$ cat config.mk
export PLATFORM = sky130hd
export DESIGN_NAME = pipe_hazard_ctrl
export DESIGN_NICKNAME = d
export VERILOG_FILES = /design/src/rtl/pipe_hazard_ctrl.sv
export SDC_FILE = /design/constraint.sdc
export NUM_CORES = 1
export LEC_CHECK = 0
export CAP_MARGIN = 20
export CORE_MARGIN = 3
export CORE_UTILIZATION = 50
export CTS_CLUSTER_SIZE = 40
export DETAILED_ROUTE_END_ITERATION = 8
export GPL_TIMING_DRIVEN = 0
export PLACE_DENSITY = 0.83
export SETUP_SLACK_MARGIN = 0.15
export SLEW_MARGIN = 25
export SYNTH_ARGS = -nofsm -noshare
export SYNTH_HDL_FRONTEND = slang
export SYNTH_SLANG_ARGS = --single-unit
$ cat constraint.sdc
create_clock -name clk -period 4.6 [get_ports clk]
set_input_delay 0.92 -clock clk [delete_from_list [all_inputs] [get_ports clk]]
set_output_delay 0.92 -clock clk [all_outputs]
set_load 0.03 [all_outputs]
$ cat src/rtl/pipe_hazard_ctrl.sv
// Pipeline sequencing controller: load-use bubbles, RAM-latency freezes
// and saturating stall/bubble counters for the 5-stage datapath.
module pipe_hazard_ctrl #(
    parameter int RAM_WAIT = 2,
    parameter int REG_AW   = 5
) (
    input  logic              clk,
    input  logic              rst,
    input  logic [REG_AW-1:0] i_id_rs,
    input  logic [REG_AW-1:0] i_id_rt,
    input  logic              i_id_uses_rt,
    input  logic              i_ex_e_read_ram,
    input  logic [REG_AW-1:0] i_ex_wA,
    input  logic              i_mem_e_read_ram,
    input  logic              i_mem_e_write_ram,
    output logic              o_pc_hold,
    output logic              o_buf0_hold,
    output logic              o_buf1_hold,
    output logic              o_buf1_bubble,
    output logic              o_buf2_hold,
    output logic              o_mem_busy,
    output logic [1:0]        o_state,
    output logic [15:0]       o_stall_cycles,
    output logic [15:0]       o_bubble_count
);

    typedef enum logic [1:0] {
        S_RUN  = 2'd0,
        S_WAIT = 2'd1,
        S_REL  = 2'd2
    } state_t;

    // Counter only needs to hold RAM_WAIT-1.
    localparam int CW = (RAM_WAIT > 1) ? $clog2(RAM_WAIT) : 1;

    state_t        state_q, state_d;
    logic [CW-1:0] cnt_q, cnt_d;
    logic [15:0]   stall_q, stall_d;
    logic [15:0]   bub_q, bub_d;

    logic mem_req;
    logic luh;
    logic freeze;
    logic bubble;

    // Hazard detection and hold/bubble outputs; freeze outranks load-use.
    always_comb begin
        mem_req = i_mem_e_read_ram | i_mem_e_write_ram;
        luh = i_ex_e_read_ram
            & (i_ex_wA != '0)
            & ((i_ex_wA == i_id_rs)
               | (i_id_uses_rt & (i_ex_wA == i_id_rt)));
        freeze = 1'b0;
        if (!rst) begin
            if (state_q == S_WAIT) begin
                freeze = 1'b1;
            end else if (state_q == S_RUN && mem_req && RAM_WAIT > 0) begin
                freeze = 1'b1;
            end
        end
        bubble = !rst && !freeze && luh;

        o_pc_hold     = freeze | bubble;
        o_buf0_hold   = freeze | bubble;
        o_buf1_hold   = freeze;
        o_buf1_bubble = bubble;
        o_buf2_hold   = freeze;
        o_mem_busy    = freeze;
    end

    // Next-state logic for the freeze FSM and saturating perf counters.
    always_comb begin
        state_d = state_q;
        cnt_d   = cnt_q;
        stall_d = stall_q;
        bub_d   = bub_q;

        if (freeze && stall_q != 16'hFFFF) begin
            stall_d = stall_q + 16'd1;
        end
        if (bubble && bub_q != 16'hFFFF) begin
            bub_d = bub_q + 16'd1;
        end

        unique case (state_q)
            S_RUN: begin
                if (mem_req && RAM_WAIT > 0) begin
                    if (RAM_WAIT == 1) begin
                        state_d = S_REL;
                    end else begin
                        state_d = S_WAIT;
                        cnt_d   = CW'(RAM_WAIT - 1);
                    end
                end
            end
            S_WAIT: begin
                if (cnt_q == CW'(1)) begin
                    state_d = S_REL;
                    cnt_d   = '0;
                end else begin
                    cnt_d = cnt_q - CW'(1);
                end
            end
            S_REL: begin
                // buffer2 still shows the finished access; ignore it.
                state_d = S_RUN;
            end
            default: begin
                state_d = S_RUN;
                cnt_d   = '0;
            end
        endcase
    end

    // State and counter registers with synchronous reset.
    always_ff @(posedge clk) begin
        if (rst) begin
            state_q <= S_RUN;
            cnt_q   <= '0;
            stall_q <= '0;
            bub_q   <= '0;
        end else begin
            state_q <= state_d;
            cnt_q   <= cnt_d;
            stall_q <= stall_d;
            bub_q   <= bub_d;
        end
    end

    assign o_state        = state_q;
    assign o_stall_cycles = stall_q;
    assign o_bubble_count = bub_q;

endmodule

==> results of run 1 <==
## stage by stage
| stage | power, uW | setup WS [ns] | hold WS (ns) | util, % | setup TNS, ns |
|---|---|---|---|---|---|
| floorplan | 387.9 | 0.8859 | 0.4426 | - | 0 |
| global placement | 439.2 | -0.005115 | 0.4525 | 73.74 | -0.005115 |
| detailed placement | 442.5 | -0.01951 | 0.4633 | 73.74 | -0.01951 |
| CTS | 658.7 | 0.1747 | 0.4865 | 76.12 | 0 |
| global route | 687.2 | 0.2067 | 0.5190 | 76.33 | 0 |
| finish | 658.0 | 0.3591 | 0.4821 | 76.33 | 0 |
## cell usage after synthesis (all sizes together) (5+ instances only)
cell type   n
o21ai      10
xnor2      15
xor2        5
nor3        9
dfxtp      35
nor2       20
or3         5
nand2      13
nand3      15
clkbuf      7
nor4        7
nand4      13
o31ai       7
or4        11
inv         7
a21oi      14
## cells by family after synthesis
family                     after synthesis  share of synthesized area [%]
muxes                                    2                          1.162
adders and majority gates                2                          1.291
buffers and inverters                   18                          4.067
DFF                                     35                          36.15
AOI/OAI and AO/OA                       50                          16.85
xor gates and xnor gates                20                          9.038
and+or+nand+nor                        109                          31.44
## sequential cells by signal (all words and copies together) (netlist names)
name	cells
cnt_q	1
o_bubble_count	16
o_stall_cycles	16
o_state	2
## where the power goes
part / total (uW) / switching, uW / internal (uW)
clock: 222 / 116 / 106
sequential: 320 / 10.2 / 310
combinational: 116 / 64.5 / 51.3
total: 658 / 191 / 467
## routing by layer
metal	track usage (%)	up-vias	wire [um]
li1	-	1028	-
met1	33.80	984	2588
met2	42.36	78	2654
met3	8.046	9	461
met4	8.933	0	68
met5	0	-	0
## path summary, 6_finish.rpt
kind              cells after the start         startpoint  slack [ns]                 end
hold reg to reg                       1              cnt_q        0.48               cnt_q
setup reg to reg                      5  o_bubble_count[2]        2.19  o_bubble_count[13]
setup / recovery                      9         i_ex_wA[3]        0.36           o_pc_hold
hold / removal                        1              cnt_q        0.48               cnt_q
## cell type report
cell class / instances / area, um^2 / area share (%)
plain buffers: 10 / 48.80 / 1.816
multi-input cells: 183 / 1164 / 43.30
well taps: 46 / 57.56 / 2.142
flip-flops and latches: 35 / 700.7 / 26.07
inverters: 8 / 30.03 / 1.117
repair buffers: 60 / 601.8 / 22.39
clock buffers: 6 / 72.57 / 2.700
clock inverters: 2 / 12.51 / 0.4655
==> run metrics, run 1 <==
most frequent cells in the layout clkdlybuf4s50_1, dfxtp_1, nor2_1; total CTS buffers 5; largest net degree at the start of global routing 13; core region area between 0.003 and 0.004 mm^2; syn nets between 200 and 300; # DRC 0; Period minus WS final 4.241 ns; Die Wd ~68 um; Worst-Margin Slew a little under 0.6 ns; clock sinks 35; worst rel slew slack 60.15%; Worst Path Arrival 3.32 ns; row count 21; PostCTS Resize Cnt 2; initial antenna violation count 0; #FFs+latches synth 35; # Max-Cap Violations 0; CTS tree yes; drt wl/cell roughly 16 um; CP max stage cell clkdlybuf4s50_1; Tightest Hold Check Type reg -> reg; ant diodes 0; number of setup buffers added after CTS 0; DRT iter0 DRCs about 200; power per cell area 244.8 mW/mm^2; DIE AREA between 0.004 and 0.005 mm^2; fraction of registers with async set/reset 0%; most area-hungry cell type in the Yosys netlist dfxtp_1; deepest clock path buffer count 2; Nets 326; CP delay by family, top buffers and inverters; FMAX ~240 MHz; Hold Vio Cnt, Final 0; I/O pin total 61; Routability Congestion 0.8141; Setup crit end kind primary output; leakage power 0.0008608 uW; Die Span Y 68.26 um; P&R area growth vs syn 38.67%; cell mode on critical path clkbuf_1; vias in the first global route 1961; commonest non-fill, non-tap cell in the layout clkdlybuf4s50_1; CP max FO 10; H-tree levels 2; cell count after synthesis 236; Pins Over Slew Limit 0; Mapped Avg Cell Area 8.212 um^2; YS warnings 0; crit-path max cell delay 0.55 ns; final worst-path cycle share 92.19%; Synth cell types 46; DP HPWL 4107 um; ys flop type dfxtp_1; via count 2099; Layout Skew 0.007659 ns; clk slew on worst S/H paths 0.08 ns; mapped cell area 0.001938 mm^2; Post-Place Cells 342; Port Buffers 60; Final setup viols 0; final instance area 0.002688 mm^2; first-pass GRT wire length slightly above 9000 um; Filler Cells Inserted 288; DP Area 0.002596 mm^2; ANT nets after route 0; first drt pass iteration count 4; startpoint types input port; Peak VDD IR 177.8 uV; unrepaired setup endpoints after global routing no; top post-synthesis cells by area dfxtp_1, xnor2_1, nand3_1, nand4_1, nor2_1; via/cell ratio about 6; initial core utilization 55.05%; outcome finished, final reports clean; Worst EP required 3.68 ns; drt total wl around 5800 um; kind of critical path in -> out; EDFF count, synth 0; part of the Yosys area used for sequential elements between 30 and 40%; crit path cell chain clkdlybuf4s50_1, xnor2_1, nand2_1, o22a_1, clkbuf_1, clkbuf_1, o21ai_1, buf_4, dlygate4sd2_1; layout cells sized above 1 under 10%; Buf/Inv on CP 5; Root Buffer clkbuf_8; total grt overflow 0; latest clock arrival within the worst-skew pair 0.29 ns; share of the synthesized area in the top cell type 36.15%; post-cts hold buffer count 0; overall global routing resource usage 26.52%; Final Instance Count excl. Fillers 350
No activity file was read; power rests on OpenSTA's default activity.
==> run 2, diff against run 1 <==
--- a/config.mk
+++ b/config.mk
@@ -12,7 +12,7 @@
 export DETAILED_ROUTE_END_ITERATION = 8
 export GPL_TIMING_DRIVEN = 0
 export PLACE_DENSITY = 0.83
-export SETUP_SLACK_MARGIN = 0.15
+export SETUP_SLACK_MARGIN = 0.05
 export SLEW_MARGIN = 25
 export SYNTH_ARGS = -nofsm -noshare
 export SYNTH_HDL_FRONTEND = slang
==> run metrics, run 2 (synthesis results as in run 1) <==
Routability Congestion 0.8141 (unchanged); R2R Setup Slk 2.21 ns (+0.02 ns); DIE AREA 0.004659 mm^2 (unchanged); # Max-Cap Violations 0 (unchanged); # DRC 0 (unchanged); Worst-Margin Slew 0.5913 ns (-0.002382 ns); setup_tns 0 ns (unchanged); drt wl/cell 16.35 um (-0.90%); GR Util met2 42.36% (unchanged); leakage power 0.0008612 uW (about the same); Layout Skew 0.007551 ns (-0.0001079 ns); Pins Over Slew Limit 0 (unchanged); core region area 0.003521 mm^2 (unchanged); CTS tree yes; vias in the first global route 1961 (unchanged); Setup crit end kind primary output; overall global routing resource usage 26.52% (unchanged); M1 GR Usage 33.80% (unchanged); FMAX 229.0 MHz (-2.9%); Die Span Y 68.26 um (unchanged); first-pass GRT wire length 9197 um (unchanged); P&R area growth vs syn 38.80% (about the same); Post-Place Cells 342 (unchanged); pre-CTS setup slack -0.01951 ns (unchanged); Crit Reg-Reg Startpoint o_bubble_count[2]; Final setup viols 0 (unchanged); initial core utilization 55.05% (unchanged); ANT nets after route 0 (unchanged); first drt pass iteration count 4 (unchanged); largest net degree at the start of global routing 13 (unchanged); via/cell ratio 6.051 (+0.91%); Filler Cells Inserted 288 (unchanged); unrepaired setup endpoints after global routing no; drt total wl 5721 um (-0.90%); most used routing layer met2; worst rel slew slack 60.31% (+0.16 points); Peak VDD IR 177.6 uV (-0.11%); outcome finished, final reports clean; fin worst setup slack 0.2340 ns (-0.1251 ns); via count 2118 (+0.91%); Final Instance Count excl. Fillers 350 (unchanged); startpoint of the worst hold path cnt_q; ant diodes 0 (unchanged); Worst Path Arrival 3.45 ns (+0.13 ns); power per cell area 245.2 mW/mm^2 (+0.15%); Port Buffers 60 (unchanged); layout cells sized above 1 7.895% (+0.33 points); initial antenna violation count 0 (unchanged); row count 21 (unchanged); Nets 326 (unchanged); Layout Utilization 76.40% (about the same); Die Wd 68.26 um (unchanged); Tightest Hold Check Type reg -> reg; post-cts hold buffer count 0 (unchanged); clock sinks 35 (unchanged); M3 GR Usage 8.046% (unchanged); Hold WS 0.4840 ns (+0.001870 ns); Period minus WS final 4.366 ns (+0.1251 ns); H-tree levels 2 (unchanged); clk slew on worst S/H paths 0.08 ns (about the same); total CTS buffers 5 (unchanged); Worst EP required 3.68 ns (about the same); final worst-path cycle share 94.91% (+2.7 points); deepest clock path buffer count 2 (unchanged); DRT iter0 DRCs 171 (-13%); total grt overflow 0 (unchanged); Critical Path Source i_ex_wA[3]; Hold Vio Cnt, Final 0 (unchanged); latest clock arrival within the worst-skew pair 0.29 ns (about the same); commonest non-fill, non-tap cell in the layout clkdlybuf4s50_1; DP HPWL 4107 um (unchanged); kind of critical path in -> out; I/O pin total 61 (unchanged); startpoint types input port; most frequent cells in the layout clkdlybuf4s50_1, dfxtp_1, nor2_1; CP max FO 10 (unchanged); Root Buffer clkbuf_8
[run 2: changes by cell type in the layout (fill, tap and decap cells not counted), sizes merged]
cell	delta
dlygate4sd2	-1
clkdlybuf4s50	+1
[run 2: area by class of cell]
| type | instances | area (um^2) | area share, % |
|---|---|---|---|
| buffer | 10 | 50.05 | 1.860 |
| inverter | 8 | 30.03 | 1.116 |
| tap | 46 | 57.56 | 2.140 |
| timing repair buffer | 60 | 603.1 | 22.42 |
| sequential | 35 | 700.7 | 26.05 |
| clock buffer | 6 | 72.57 | 2.698 |
| multi-input combinational | 183 | 1164 | 43.26 |
| clock inverter | 2 | 12.51 | 0.4651 |
[run 2: final timing paths]
| check | end | cells after the start |
|---|---|---|
| worst max register to register | o_bubble_count[13] | 5 |
| worst min-delay path | cnt_q | 1 |
| worst min register to register | cnt_q | 1 |
| worst max-delay path | o_buf0_hold | 8 |
[run 2: worst max-delay path: stages]
cell and delay [ns]:
clkdlybuf4s50_1 0.55, xnor2_1 0.16, nand2_1 0.11, o22a_1 0.23
clkbuf_1 0.24, clkbuf_2 0.26, o21ai_1 0.26, clkdlybuf4s50_1 0.72
[run 2: through the flow]
stage	cell area (um^2)	power (uW)
floorplan	1938	387.9
global placement	2596	439.2
detailed placement	2596	442.5
CTS	2681	659.4
global route	2690	687.8
finish	2690	659.6
[run 2: timing repair]
action                                  CTS  global route
buffers inserted                          0             0
hold endpoints to repair                  0             0
gates resized for setup                   1             4
endpoints found under the setup margin    1             1
[run 2: routing by layer]
metal | wire length, um | part of all wire (%)
met1 | 2541 | 44
met2 | 2636 | 46
met3 | 475 | 8.3
met4 | 68 | 1.2
met5 | 0 | 0
[run 2: report_power, final]
part           switching, uW  internal, uW  total, uW
Clock                    117           106        223
Sequential              10.4           310        321
Combinational           64.3          52.1        116
==> run 3, diff against run 2 <==
--- a/config.mk
+++ b/config.mk
@@ -5,7 +5,6 @@
 export SDC_FILE = /design/constraint.sdc
 export NUM_CORES = 1
 export LEC_CHECK = 0
-export CAP_MARGIN = 20
 export CORE_MARGIN = 3
 export CORE_UTILIZATION = 50
 export CTS_CLUSTER_SIZE = 40
==> results of run 3 <==
Final layout, timing and power as in run 2 (identical DEF).
